==> src/rtl/ram_rd_check.sv <==
// Port-B read checker for the two-port RAM test pair.
// Once the writer raises rd_flag, it sweeps addresses 0..DEPTH-1 without stopping and
// compares each returned word with the address-derived write pattern. It reports a
// sticky error flag, a saturating error count, the first failing address and a
// pulse at the end of each sweep.
module ram_rd_check #(
  parameter int ADDR_W = 6,
  parameter int DATA_W = 8,   // must be >= ADDR_W
  parameter int RD_LAT = 1,   // port-B read latency, 1..3
  parameter int CNT_W  = 16
) (
  input  logic              clk,
  input  logic              rst_n,
  input  logic              rd_flag,
  output logic              ram_rd_en,
  output logic [ADDR_W-1:0] ram_rd_addr,
  input  logic [DATA_W-1:0] ram_rd_data,
  output logic              chk_valid,
  output logic              err_flag,
  output logic [CNT_W-1:0]  err_cnt,
  output logic [ADDR_W-1:0] err_addr,
  output logic              pass_done
);

  typedef enum logic {
    IDLE = 1'b0,
    READ = 1'b1
  } state_t;

  state_t            state_q, state_d;
  logic [ADDR_W-1:0] addr_q, addr_d;

  // Tracks each issued {en, addr} until its data returns RD_LAT cycles later.
  logic [RD_LAT-1:0] pipe_en;
  logic [ADDR_W-1:0] pipe_addr [RD_LAT];

  logic [ADDR_W-1:0] exp_addr;
  logic              mismatch;

  // State and address registers.
  // NOTE: sequential state uses non-blocking (<=) so every flop samples pre-edge values.
  always_ff @(posedge clk or negedge rst_n) begin
    if (!rst_n) begin
      state_q <= IDLE;
      addr_q  <= '0;
    end else begin
      state_q <= state_d;
      addr_q  <= addr_d;
    end
  end

  // Next-state logic. Entering READ always restarts the sweep at address 0.
  always_comb begin
    // NOTE: defaults first, so no path through the case leaves a variable unassigned (no latch).
    state_d = state_q;
    addr_d  = addr_q;
    case (state_q)
      IDLE: begin
        addr_d = '0;
        if (rd_flag) state_d = READ;
      end
      READ: begin
        if (rd_flag) begin
          addr_d = addr_q + ADDR_W'(1);  // wraps from DEPTH-1 to 0 with no gap
        end else begin
          state_d = IDLE;
          addr_d  = '0;
        end
      end
      default: begin
        state_d = IDLE;
        addr_d  = '0;
      end
    endcase
  end

  assign ram_rd_en   = (state_q == READ);
  assign ram_rd_addr = addr_q;

  // Latency pipeline. Reads already in flight keep draining after the FSM leaves READ.
  // NOTE: this small array is reset with a loop so no stale compare survives a reset.
  always_ff @(posedge clk or negedge rst_n) begin
    if (!rst_n) begin
      pipe_en <= '0;
      for (int i = 0; i < RD_LAT; i++) pipe_addr[i] <= '0;
    end else begin
      pipe_en[0]   <= ram_rd_en;
      pipe_addr[0] <= addr_q;
      for (int i = 1; i < RD_LAT; i++) begin
        pipe_en[i]   <= pipe_en[i-1];
        pipe_addr[i] <= pipe_addr[i-1];
      end
    end
  end

  assign chk_valid = pipe_en[RD_LAT-1];
  assign exp_addr  = pipe_addr[RD_LAT-1];
  assign mismatch  = chk_valid && (ram_rd_data != DATA_W'(exp_addr));

  // Error status and end-of-sweep pulse. FSM moves never touch these registers.
  always_ff @(posedge clk or negedge rst_n) begin
    if (!rst_n) begin
      err_flag  <= 1'b0;
      err_cnt   <= '0;
      err_addr  <= '0;
      pass_done <= 1'b0;
    end else begin
      pass_done <= chk_valid && (exp_addr == '1);
      if (mismatch) begin
        err_flag <= 1'b1;
        if (err_cnt != '1) err_cnt <= err_cnt + CNT_W'(1);
        if (!err_flag) err_addr <= exp_addr;
      end
    end
  end

endmodule
==> config.mk <==
export PLATFORM = sky130hd
export DESIGN_NAME = ram_rd_check
export DESIGN_NICKNAME = d
export VERILOG_FILES = /design/src/rtl/ram_rd_check.sv
export SDC_FILE = /design/constraint.sdc
export NUM_CORES = 1
export LEC_CHECK = 0
export CAP_MARGIN = 0
export CORE_ASPECT_RATIO = 0.9
export CORE_MARGIN = 2
export CORE_UTILIZATION = 43
export DETAILED_ROUTE_END_ITERATION = 8
export GPL_TIMING_DRIVEN = 0
export PLACE_DENSITY = 0.75
export SYNTH_ARGS = -nofsm -noshare
export SYNTH_HDL_FRONTEND = slang
export SYNTH_SLANG_ARGS = --single-unit
==> constraint.sdc <==
create_clock -name clk -period 1.6 [get_ports clk]
set_input_delay 0.16 -clock clk [delete_from_list [all_inputs] [get_ports clk]]
set_output_delay 0.16 -clock clk [all_outputs]
set_load 0.005 [all_outputs]
==> results of run 1 <==
per-layer routing:
metal	GRT usage, %	part of all wire (%)	routed length (um)	up-vias
met1	28.5	44	1710	618
met5	0	0	0	-
li1	-	-	-	588
met2	27.9	49	1900	31
met3	5.62	4.8	185	9
met4	7.00	1.8	70	0
cells in the final DEF, fill, tap and decap left out, types with 2 or more instances in the layout:
| cell type | count |
|---|---|
| clkdlybuf4s50_1 | 41 |
| dfrtp_1 | 37 |
| xor2_1 | 14 |
| buf_4 | 14 |
| nand2_1 | 8 |
| nand3_1 | 8 |
| nor2_1 | 8 |
| xnor2_1 | 6 |
| mux2_4 | 6 |
| nand4_1 | 5 |
| nor3_4 | 5 |
| clkbuf_8 | 5 |
| buf_6 | 4 |
| mux2_2 | 4 |
| nor4_2 | 3 |
| nor4_4 | 3 |
| nor3_2 | 3 |
| and3_1 | 2 |
| nand2b_1 | 2 |
| inv_1 | 2 |
| clkinv_2 | 2 |
path summary, 6_finish.rpt:
path / startpoint / end / slack (ns) / cells past startpoint
min reg2reg: ram_rd_addr[5] / exp_addr[5] / 0.43 / 0
min in group asynchronous: rst_n / ram_rd_addr[4] / 0.50 / 2
max reg2reg: err_cnt[1] / err_cnt[1] / -0.19 / 7
min: rd_flag / ram_rd_en / 0.36 / 1
max: err_cnt[1] / err_cnt[1] / -0.19 / 7
max in group asynchronous: rst_n / exp_addr[2] / 0.55 / 2
worst max-delay path: cells and delay by family, from the launching register on:
family | cells | cell delay (ns)
AND/OR/NAND/NOR | 4 | 0.70
flip-flops | 1 | 0.36
multiplexers | 1 | 0.26
buffers and inverters | 1 | 0.15
adder cells (fa/ha/maj) | 1 | 0.20
final cells by class:
type / instances / area, sq um
Buffer: 3 / 42.5
Fill cell: 234 / 1090
Clock inverter: 3 / 40.0
Tap cell: 46 / 57.6
Timing Repair Buffer: 60 / 568
Multi-Input combinational cell: 88 / 828
Clock buffer: 5 / 68.8
Inverter: 2 / 7.51
Sequential cell: 38 / 952
cells by family after synthesis:
group                      synth area share [%]
AOI/OAI and AO/OA                          1.71
xor gates and xnor gates                   11.9
adders and majority gates                  1.55
buffers and inverters                      1.71
DFF                                        58.9
muxes                                      6.98
and+or+nand+nor                            17.2
what timing repair did:
item	CTS	global route
pin swaps	14	7
hold buffers	1	0
endpoints found under the setup margin	23	23
gates cloned	1	0
endpoints found under the hold margin	38	0
buffers inserted	7	9
resized for setup	28	7
power breakdown:
group / switching (mW) / total, mW / internal [mW]
logic: 0.207 / 0.524 / 0.317
clock network: 0.340 / 0.799 / 0.459
registers: 0.113 / 1.17 / 1.05
registers in the layout, indices dropped and copies added, names as in the netlist:
| register | cells |
|---|---|
| ram_rd_en | 1 |
| exp_addr | 6 |
| err_addr | 6 |
| chk_valid | 1 |
| err_flag | 1 |
| pass_done | 1 |
| ram_rd_addr | 6 |
| err_cnt | 16 |
through the flow:
step                      power [mW]  std cells  setup TNS (ns)
after CTS                       2.48        236           -4.86
after detailed placement        1.61        219          -10.14
after global routing            2.61        245           -4.73
final                           2.49        245           -2.98
after floorplan                 1.34        131           -1.13
after global placement          1.59        219          -24.70
==> results.sh, run 1 <==
export IMPL_syn_inst=131
export IMPL_worstPathArrival_ns=1.97
export IMPL_synth_area_leaders="dfrtp_1, xor2_1, mux2_1"
export IMPL_period_needed_ns=1.79
export IMPL_grt_max_degree=39
export IMPL_gp_congestion=0.787
export IMPL_cts_htree_levels=2
export IMPL_dpl_cell_area_sq_um=2150
export IMPL_power_leakage_nw=1.15
export IMPL_ioPinCount=43
export IMPL_start_util_pct=44.2
export IMPL_ys_ff_latch=38
export IMPL_synth_top_area_share_pct=58.9
export IMPL_yosysWarnings=0
export IMPL_hp_class="in2reg"
export IMPL_synth_most_common_cell="dfrtp_1"
export IMPL_synth_net_count=144
export IMPL_antenna_found_initial=0
export IMPL_path_cells="ha_2 -> and4_4 -> nand2_4 -> nor3_4 -> buf_6 -> nor2_4 -> mux2_2"
export IMPL_cp_slowest_stage_delay_ns=0.36
export IMPL_violations="negative setup slack"
export IMPL_fmax_ghz=0.560
export IMPL_post_place_ws_ns=-0.585
export IMPL_syn_area_per_cell_sq_um=12.3
export IMPL_diodes=0
export IMPL_cts_buffers_inserted=5
export IMPL_final_hold_viol_count=0
export IMPL_setup_violations_final=22
export IMPL_hpwl_um=2370
export IMPL_seq_area_frac_synth_pct=58.9
export IMPL_wl_per_cell_um=15.8
export IMPL_core_area_sq_um=3650
export IMPL_ys_types=22
export IMPL_first_iter_violations=78
export IMPL_wirelength_um=3870
export IMPL_design_area_sq_um=2560
export IMPL_pwr_density_cell_nw_per_um2=970
export IMPL_grt_pass1_vias=1248
export IMPL_root_buffer="clkbuf_8"
export IMPL_finClkSkew_ns=0.00289
export IMPL_io_buffers=42
export IMPL_drive_gt1_share_pct=31.2
export IMPL_fin_ws_ns=-0.186
export IMPL_min_period_over_period_pct=112
export IMPL_drv_slew=0
export IMPL_run_status="finished, violations left"
export IMPL_netlist_area_sq_um=1610
export IMPL_cts_buffer_depth=2
export IMPL_grt_pass1_wl_um=6210
export IMPL_path_class="reg2reg"
export IMPL_ir_worst_vdd_mv=0.583
export IMPL_cp_required_ns=1.78
export IMPL_holdWs_ns=0.361
export IMPL_drt_pass1_iterations=4
export IMPL_route_detailed_drc=0
export IMPL_critical_path_max_fanout=5
export IMPL_cts_sinks=38
export IMPL_worst_setup_path_end_kind="flip-flop"
export IMPL_cts_tree="built"
export IMPL_critPathSlowestCell="dfrtp_1"
export IMPL_rsz0062_at_grt="yes"
export IMPL_synthTopCellsByCount="dfrtp_1, xor2_1, nand2_1, nor2_1, nand3_1"
export IMPL_synth_ff_type="dfrtp_1"
export IMPL_critPathLaunchType="flip-flop"
export IMPL_grt_overflow=0
export IMPL_fp_dieH_um=62.1
export IMPL_maxCapViolCount=0
export IMPL_die_x_um=68.6
export IMPL_area_delta_synth_final_pct=58.9
export IMPL_dieArea_sq_um=4260
export IMPL_path_clk_slew_ns=0.07
export IMPL_ant_nets=0
export IMPL_synth_edf_count=0
export IMPL_dr_total_vias=1246
export IMPL_utilization_pct=70.2
export IMPL_synth_top_cell_by_area="dfrtp_1"
export IMPL_async_flop_share_pct=100
export IMPL_fin_nets=211
export IMPL_worstSkewPairLatency_ns=0.29
export IMPL_relSlewSlack_pct=46.7
export IMPL_rows=21
export IMPL_worst_slew_pin_slew_ns=0.800
export IMPL_grt_use_total_pct=19.6
export IMPL_viasPerCell=5.09
Power figures use the tool's default switching activity.
==> run 2, diff against run 1 <==
--- a/config.mk
+++ b/config.mk
@@ -8,10 +8,12 @@
 export CAP_MARGIN = 0
 export CORE_ASPECT_RATIO = 0.9
 export CORE_MARGIN = 2
-export CORE_UTILIZATION = 43
+export CORE_UTILIZATION = 55
 export DETAILED_ROUTE_END_ITERATION = 8
+export DONT_BUFFER_PORTS = 1
+export GPL_ROUTABILITY_DRIVEN = 0
 export GPL_TIMING_DRIVEN = 0
-export PLACE_DENSITY = 0.75
+export PLACE_DENSITY = 0.73
 export SYNTH_ARGS = -nofsm -noshare
 export SYNTH_HDL_FRONTEND = slang
 export SYNTH_SLANG_ARGS = --single-unit
==> run 2 against run 1 <==
  * The flow still finishes with violations (negative setup slack)
  * First-iteration DRC count down 35%
  * Worst setup slack got worse by 0.011 ns
  * Count of clock-buffer cells in the layout stayed put
  * Critical path type unchanged
  * Critical endpoint is now err_addr[4]
==> results.sh, run 2 (synthesis results as in run 1) <==
export IMPL_critPathSlowestCell="dfrtp_1"
export IMPL_rows=18
export IMPL_relSlewSlack_pct=72.8
export IMPL_met1_usage_pct=28.6
export IMPL_maxCapViolCount=0
export IMPL_power_leakage_nw=0.941
export IMPL_cts_tree="built"
export IMPL_dieArea_sq_um=3380
export IMPL_grt_overflow=0
export IMPL_fin_nets=165
export IMPL_dr_total_vias=1072
export IMPL_post_place_cells=171
export IMPL_cts_htree_levels=2
export IMPL_ir_worst_vdd_mv=0.680
export IMPL_drv_slew=0
export IMPL_cts_buffers_inserted=5
export IMPL_area_delta_synth_final_pct=28.5
export IMPL_cts_sinks=38
export IMPL_cp_slowest_stage_delay_ns=0.43
export IMPL_violations="negative setup slack"
export IMPL_grt_max_degree=39
export IMPL_critical_path_max_fanout=6
export IMPL_top_usage_layer="met2"
export IMPL_largest_register_ffs=16
export IMPL_dpl_cell_area_sq_um=1730
export IMPL_wirelength_um=3260
export IMPL_core_area_sq_um=2770
export IMPL_root_buffer="clkbuf_4"
export IMPL_hpwl_um=2040
export IMPL_route_detailed_drc=0
export IMPL_path_clk_slew_ns=0.12
export IMPL_setup_tns_ns=-3.46
export IMPL_worst_slew_pin_slew_ns=0.406
export IMPL_first_iter_violations=51
export IMPL_worstSkewPairLatency_ns=0.35
export IMPL_setup_violations_final=23
export IMPL_cp_required_ns=1.84
export IMPL_diodes=0
export IMPL_ioPinCount=43
export IMPL_path_class="reg2reg"
export IMPL_final_hold_viol_count=0
export IMPL_worst_setup_path_end_kind="flip-flop"
export IMPL_critPathLaunchType="flip-flop"
export IMPL_ant_nets=0
export IMPL_rsz0062_at_grt="yes"
export IMPL_fin_cells=193
export IMPL_wl_per_cell_um=16.9
export IMPL_holdWs_ns=0.0167
export IMPL_pwr_density_cell_nw_per_um2=1040
export IMPL_grt_pass1_vias=1091
export IMPL_path_cells="xnor2_1 -> nand4_1 -> o41ai_4 -> or2_1 -> buf_6 -> mux2_4"
export IMPL_fin_total_pwr_mw=2.16
export IMPL_worstPathArrival_ns=2.04
export IMPL_final_common_cell="dfrtp_1"
export IMPL_run_status="finished, violations left"
export IMPL_period_needed_ns=1.80
export IMPL_io_buffers=0
export IMPL_grt_use_met2_pct=31.6
export IMPL_grt_use_met3_pct=9.37
export IMPL_cts_buffer_depth=2
export IMPL_largest_register="err_cnt"
export IMPL_start_util_pct=58.3
export IMPL_grt_use_total_pct=21.7
export IMPL_die_x_um=61.1
export IMPL_design_area_sq_um=2070
export IMPL_antenna_found_initial=0
export IMPL_final_cell_mix="dfrtp_1, xor2_1"
export IMPL_drive_gt1_share_pct=32.7
export IMPL_min_period_over_period_pct=112
export IMPL_fp_dieH_um=55.4
export IMPL_grt_pass1_wl_um=5300
export IMPL_viasPerCell=5.55
export IMPL_finClkSkew_ns=0.00734
export IMPL_drt_pass1_iterations=4
export IMPL_hp_class="in2reg"
export IMPL_fmax_ghz=0.556
export IMPL_fin_ws_ns=-0.197
[run 2: cell types whose count changed in the layout (fill, tap and decap cells not counted), sizes merged]
cell,delta
clkinvlp,+2
dlygate4sd3,+1
clkinv,-2
clkdlybuf4s50,-41
buf,-6
[run 2: worst max-delay path: cells and delay by family (launching register included)]
family	cells	cell delay, ns
simple gates	2	0.33
flops	1	0.43
mux	1	0.31
buf+inv	1	0.14
compound gates	1	0.31
xor+xnor	1	0.16
[run 2: worst paths after layout]
check / start / to / cells after the start / slack, ns
max: exp_addr[4] / err_addr[4] / 6 / -0.20
min: rd_flag / ram_rd_addr[0] / 2 / 0.02
max reg2reg: exp_addr[4] / err_addr[4] / 6 / -0.20
min reg2reg: ram_rd_addr[5] / exp_addr[5] / 0 / 0.46
max in group asynchronous: rst_n / err_cnt[1] / 2 / 1.15
min in group asynchronous: rst_n / err_cnt[10] / 2 / 0.24
[run 2: layout make-up]
type / instances / area, sq um
well taps: 40 / 50.0
multi-input cells: 88 / 805
clock buffers: 5 / 37.5
plain buffers: 3 / 42.5
clock inverters: 3 / 45.0
fillers: 188 / 696
repair buffers: 14 / 134
flip-flops and latches: 38 / 953
inverters: 2 / 7.51
[run 2: power breakdown]
| group | internal, mW | total (mW) | switching, mW |
|---|---|---|---|
| Combinational | 0.139 | 0.256 | 0.117 |
| Clock | 0.328 | 0.672 | 0.344 |
| Sequential | 1.06 | 1.23 | 0.171 |
| Total | 1.52 | 2.16 | 0.632 |
[run 2: timing repair]
action	4_1_cts	5_1_grt
hold endpoints to repair	40	0
hold buffers	3	0
endpoints found under the setup margin	23	23
pin swaps	7	8
buffers inserted	9	2
resized for setup	21	6
[run 2: per-stage QoR]
step	worst slack [ns]	utilization [%]
final	-0.197	74.9
after global routing	-0.277	74.9
after CTS	-0.291	73.0
after detailed placement	-0.357	62.5
after global placement	-0.321	62.5
after floorplan	-0.143	-
[run 2: metal layers]
layer / vias up / wire (um)
met2: 31 / 1640
met4: 0 / 15
met1: 542 / 1400
met3: 2 / 200
met5: - / 0
li1: 497 / -
==> run 3, diff against run 2 <==
--- a/config.mk
+++ b/config.mk
@@ -7,12 +7,12 @@
 export LEC_CHECK = 0
 export CAP_MARGIN = 0
 export CORE_ASPECT_RATIO = 0.9
-export CORE_MARGIN = 2
+export CORE_MARGIN = 3
 export CORE_UTILIZATION = 55
 export DETAILED_ROUTE_END_ITERATION = 8
 export DONT_BUFFER_PORTS = 1
 export GPL_ROUTABILITY_DRIVEN = 0
-export GPL_TIMING_DRIVEN = 0
+export GPL_TIMING_DRIVEN = 1
 export PLACE_DENSITY = 0.73
 export SYNTH_ARGS = -nofsm -noshare
 export SYNTH_HDL_FRONTEND = slang
==> run 3 against run 2 <==
  * The run still ends with negative setup slack left
  * Count of clock-buffer cells in the layout grew 3
  * Die area grew 7.0%
  * Critical path depth shrank 1
  * Critical endpoint is now err_addr[3]
==> results.sh, run 3 (synthesis results as in run 1) <==
export IMPL_register_area_sq_um=951
export IMPL_rsz0062_at_grt="yes"
export IMPL_cts_htree_levels=2
export IMPL_holdWs_ns=0.0437
export IMPL_grt_pass1_wl_um=5980
export IMPL_hpwl_um=2410
export IMPL_final_common_cell="dfrtp_1"
export IMPL_start_util_pct=61.7
export IMPL_hp_class="in2reg"
export IMPL_maxCapViolCount=0
export IMPL_setup_tns_ns=-0.699
export IMPL_cts_buffers_inserted=5
export IMPL_cp_startpoint="exp_addr[4]"
export IMPL_path_cells="xnor2_1 -> nand4_1 -> o41ai_4 -> or2_4 -> mux2_1"
export IMPL_worstPathArrival_ns=1.89
export IMPL_timing_rr_start="exp_addr[4]"
export IMPL_route_detailed_drc=0
export IMPL_antenna_found_initial=0
export IMPL_dr_total_vias=1173
export IMPL_critPathSlowestCell="dfrtp_1"
export IMPL_dieArea_sq_um=3620
export IMPL_fin_ws_ns=-0.0689
export IMPL_cp_required_ns=1.82
export IMPL_violations="negative setup slack"
export IMPL_setup_violations_final=19
export IMPL_largest_register="err_cnt"
export IMPL_largest_register_ffs=16
export IMPL_min_from="rd_flag"
export IMPL_grt_use_total_pct=21.6
export IMPL_r2r_slack_ns=-0.07
export IMPL_grt_max_degree=39
export IMPL_min_to="ram_rd_addr[0]"
export IMPL_fillerInstances=157
export IMPL_first_iter_violations=86
export IMPL_path_class="reg2reg"
export IMPL_critPathLaunchType="flip-flop"
export IMPL_cts_tree="built"
export IMPL_worstSkewPairLatency_ns=0.33
export IMPL_fin_cells=215
export IMPL_wl_per_cell_um=16.0
export IMPL_pwr_density_cell_nw_per_um2=1000
export IMPL_cp_slowest_stage_delay_ns=0.40
export IMPL_core_area_sq_um=2620
export IMPL_fp_dieH_um=57.4
export IMPL_cts_sinks=38
export IMPL_post_place_cells=198
export IMPL_viasPerCell=5.46
export IMPL_multi_input_area_sq_um=776
export IMPL_ioPinCount=43
export IMPL_r2r_end="err_addr[3]"
export IMPL_worstHoldPathCells=2
export IMPL_utilization_pct=83.8
export IMPL_relSlewSlack_pct=80.6
export IMPL_drt_pass1_iterations=4
export IMPL_ir_worst_vdd_mv=1.01
export IMPL_worst_slew_pin_slew_ns=0.290
export IMPL_final_cell_mix="dfrtp_1, buf_4, xor2_1"
export IMPL_ant_nets=0
export IMPL_finClkSkew_ns=0.0112
export IMPL_worst_setup_path_end_kind="flip-flop"
export IMPL_min_period_over_period_pct=104
export IMPL_die_x_um=63.1
export IMPL_area_delta_synth_final_pct=35.9
export IMPL_fin_nets=189
export IMPL_cts_buffer_depth=2
export IMPL_critical_path_max_fanout=6
export IMPL_io_buffers=0
export IMPL_final_hold_viol_count=0
export IMPL_power_leakage_nw=1.08
export IMPL_ff2ff_path_depth=5
export IMPL_drv_slew=0
export IMPL_period_needed_ns=1.67
export IMPL_fmax_ghz=0.599
export IMPL_run_status="finished, violations left"
export IMPL_diodes=0
export IMPL_root_buffer="clkbuf_4"
export IMPL_path_clk_slew_ns=0.11
export IMPL_grt_overflow=0
export IMPL_rows=17
export IMPL_grt_pass1_vias=1244
export IMPL_wirelength_um=3440
export IMPL_drive_gt1_share_pct=40.7
run 3: what timing repair did:
item | 4_1_cts | 5_1_grt
endpoints found under the hold margin | 40 | 0
pin swaps | 1 | 1
hold buffers | 3 | 0
resized for setup | 13 | 4
buffers inserted | 6 | 0
cloned | 0 | 0
endpoints found under the setup margin | 21 | 22
run 3: stage by stage:
stage / instance area (sq um) / setup WS [ns] / power (mW)
final: 2190 / -0.0689 / 2.19
after global routing: 2190 / -0.156 / 2.33
after CTS: 2170 / -0.0506 / 2.21
after detailed placement: 1940 / -0.118 / 1.57
after global placement: 1940 / -0.0639 / 1.54
after floorplan: 1680 / -0.143 / 1.34
run 3: worst max-delay path: cells and delay by family, from the launching register on:
| family | cells | cell delay (ns) |
|---|---|---|
| mux | 1 | 0.33 |
| compound gates | 1 | 0.28 |
| xor+xnor | 1 | 0.18 |
| flops | 1 | 0.40 |
| simple gates | 2 | 0.38 |
run 3: routing by layer:
layer	track usage, %	routed length (um)	up-vias
li1	-	-	547
met2	33.4	1650	34
met4	6.60	28	0
met5	0	0	-
met1	29.7	1570	588
met3	6.30	187	4
run 3: worst max-delay path by stage:
stage	endpoint	slack [ns]	depth (start not counted)
3_3_place_gp	err_cnt[15]	-0.06	5
2_1_floorplan	err_addr[0]	-0.14	5
6_report	err_addr[3]	-0.07	5
3_5_place_dp	err_cnt[7]	-0.12	6
4_1_cts	err_addr[0]	-0.05	5
5_1_grt	err_addr[3]	-0.16	5
run 3: cell type report:
type | count | share of cell area (%)
clock buffers | 8 | 3.59
inverters | 2 | 0.342
multi-input cells | 88 | 35.4
flip-flops and latches | 38 | 43.4
well taps | 38 | 2.17
repair buffers | 41 | 15.2
run 3: where the power goes:
part           switching, mW  total, mW  internal, mW
sequential            0.0702       1.12          1.05
combinational          0.236      0.474         0.239
clock                  0.296      0.596         0.300
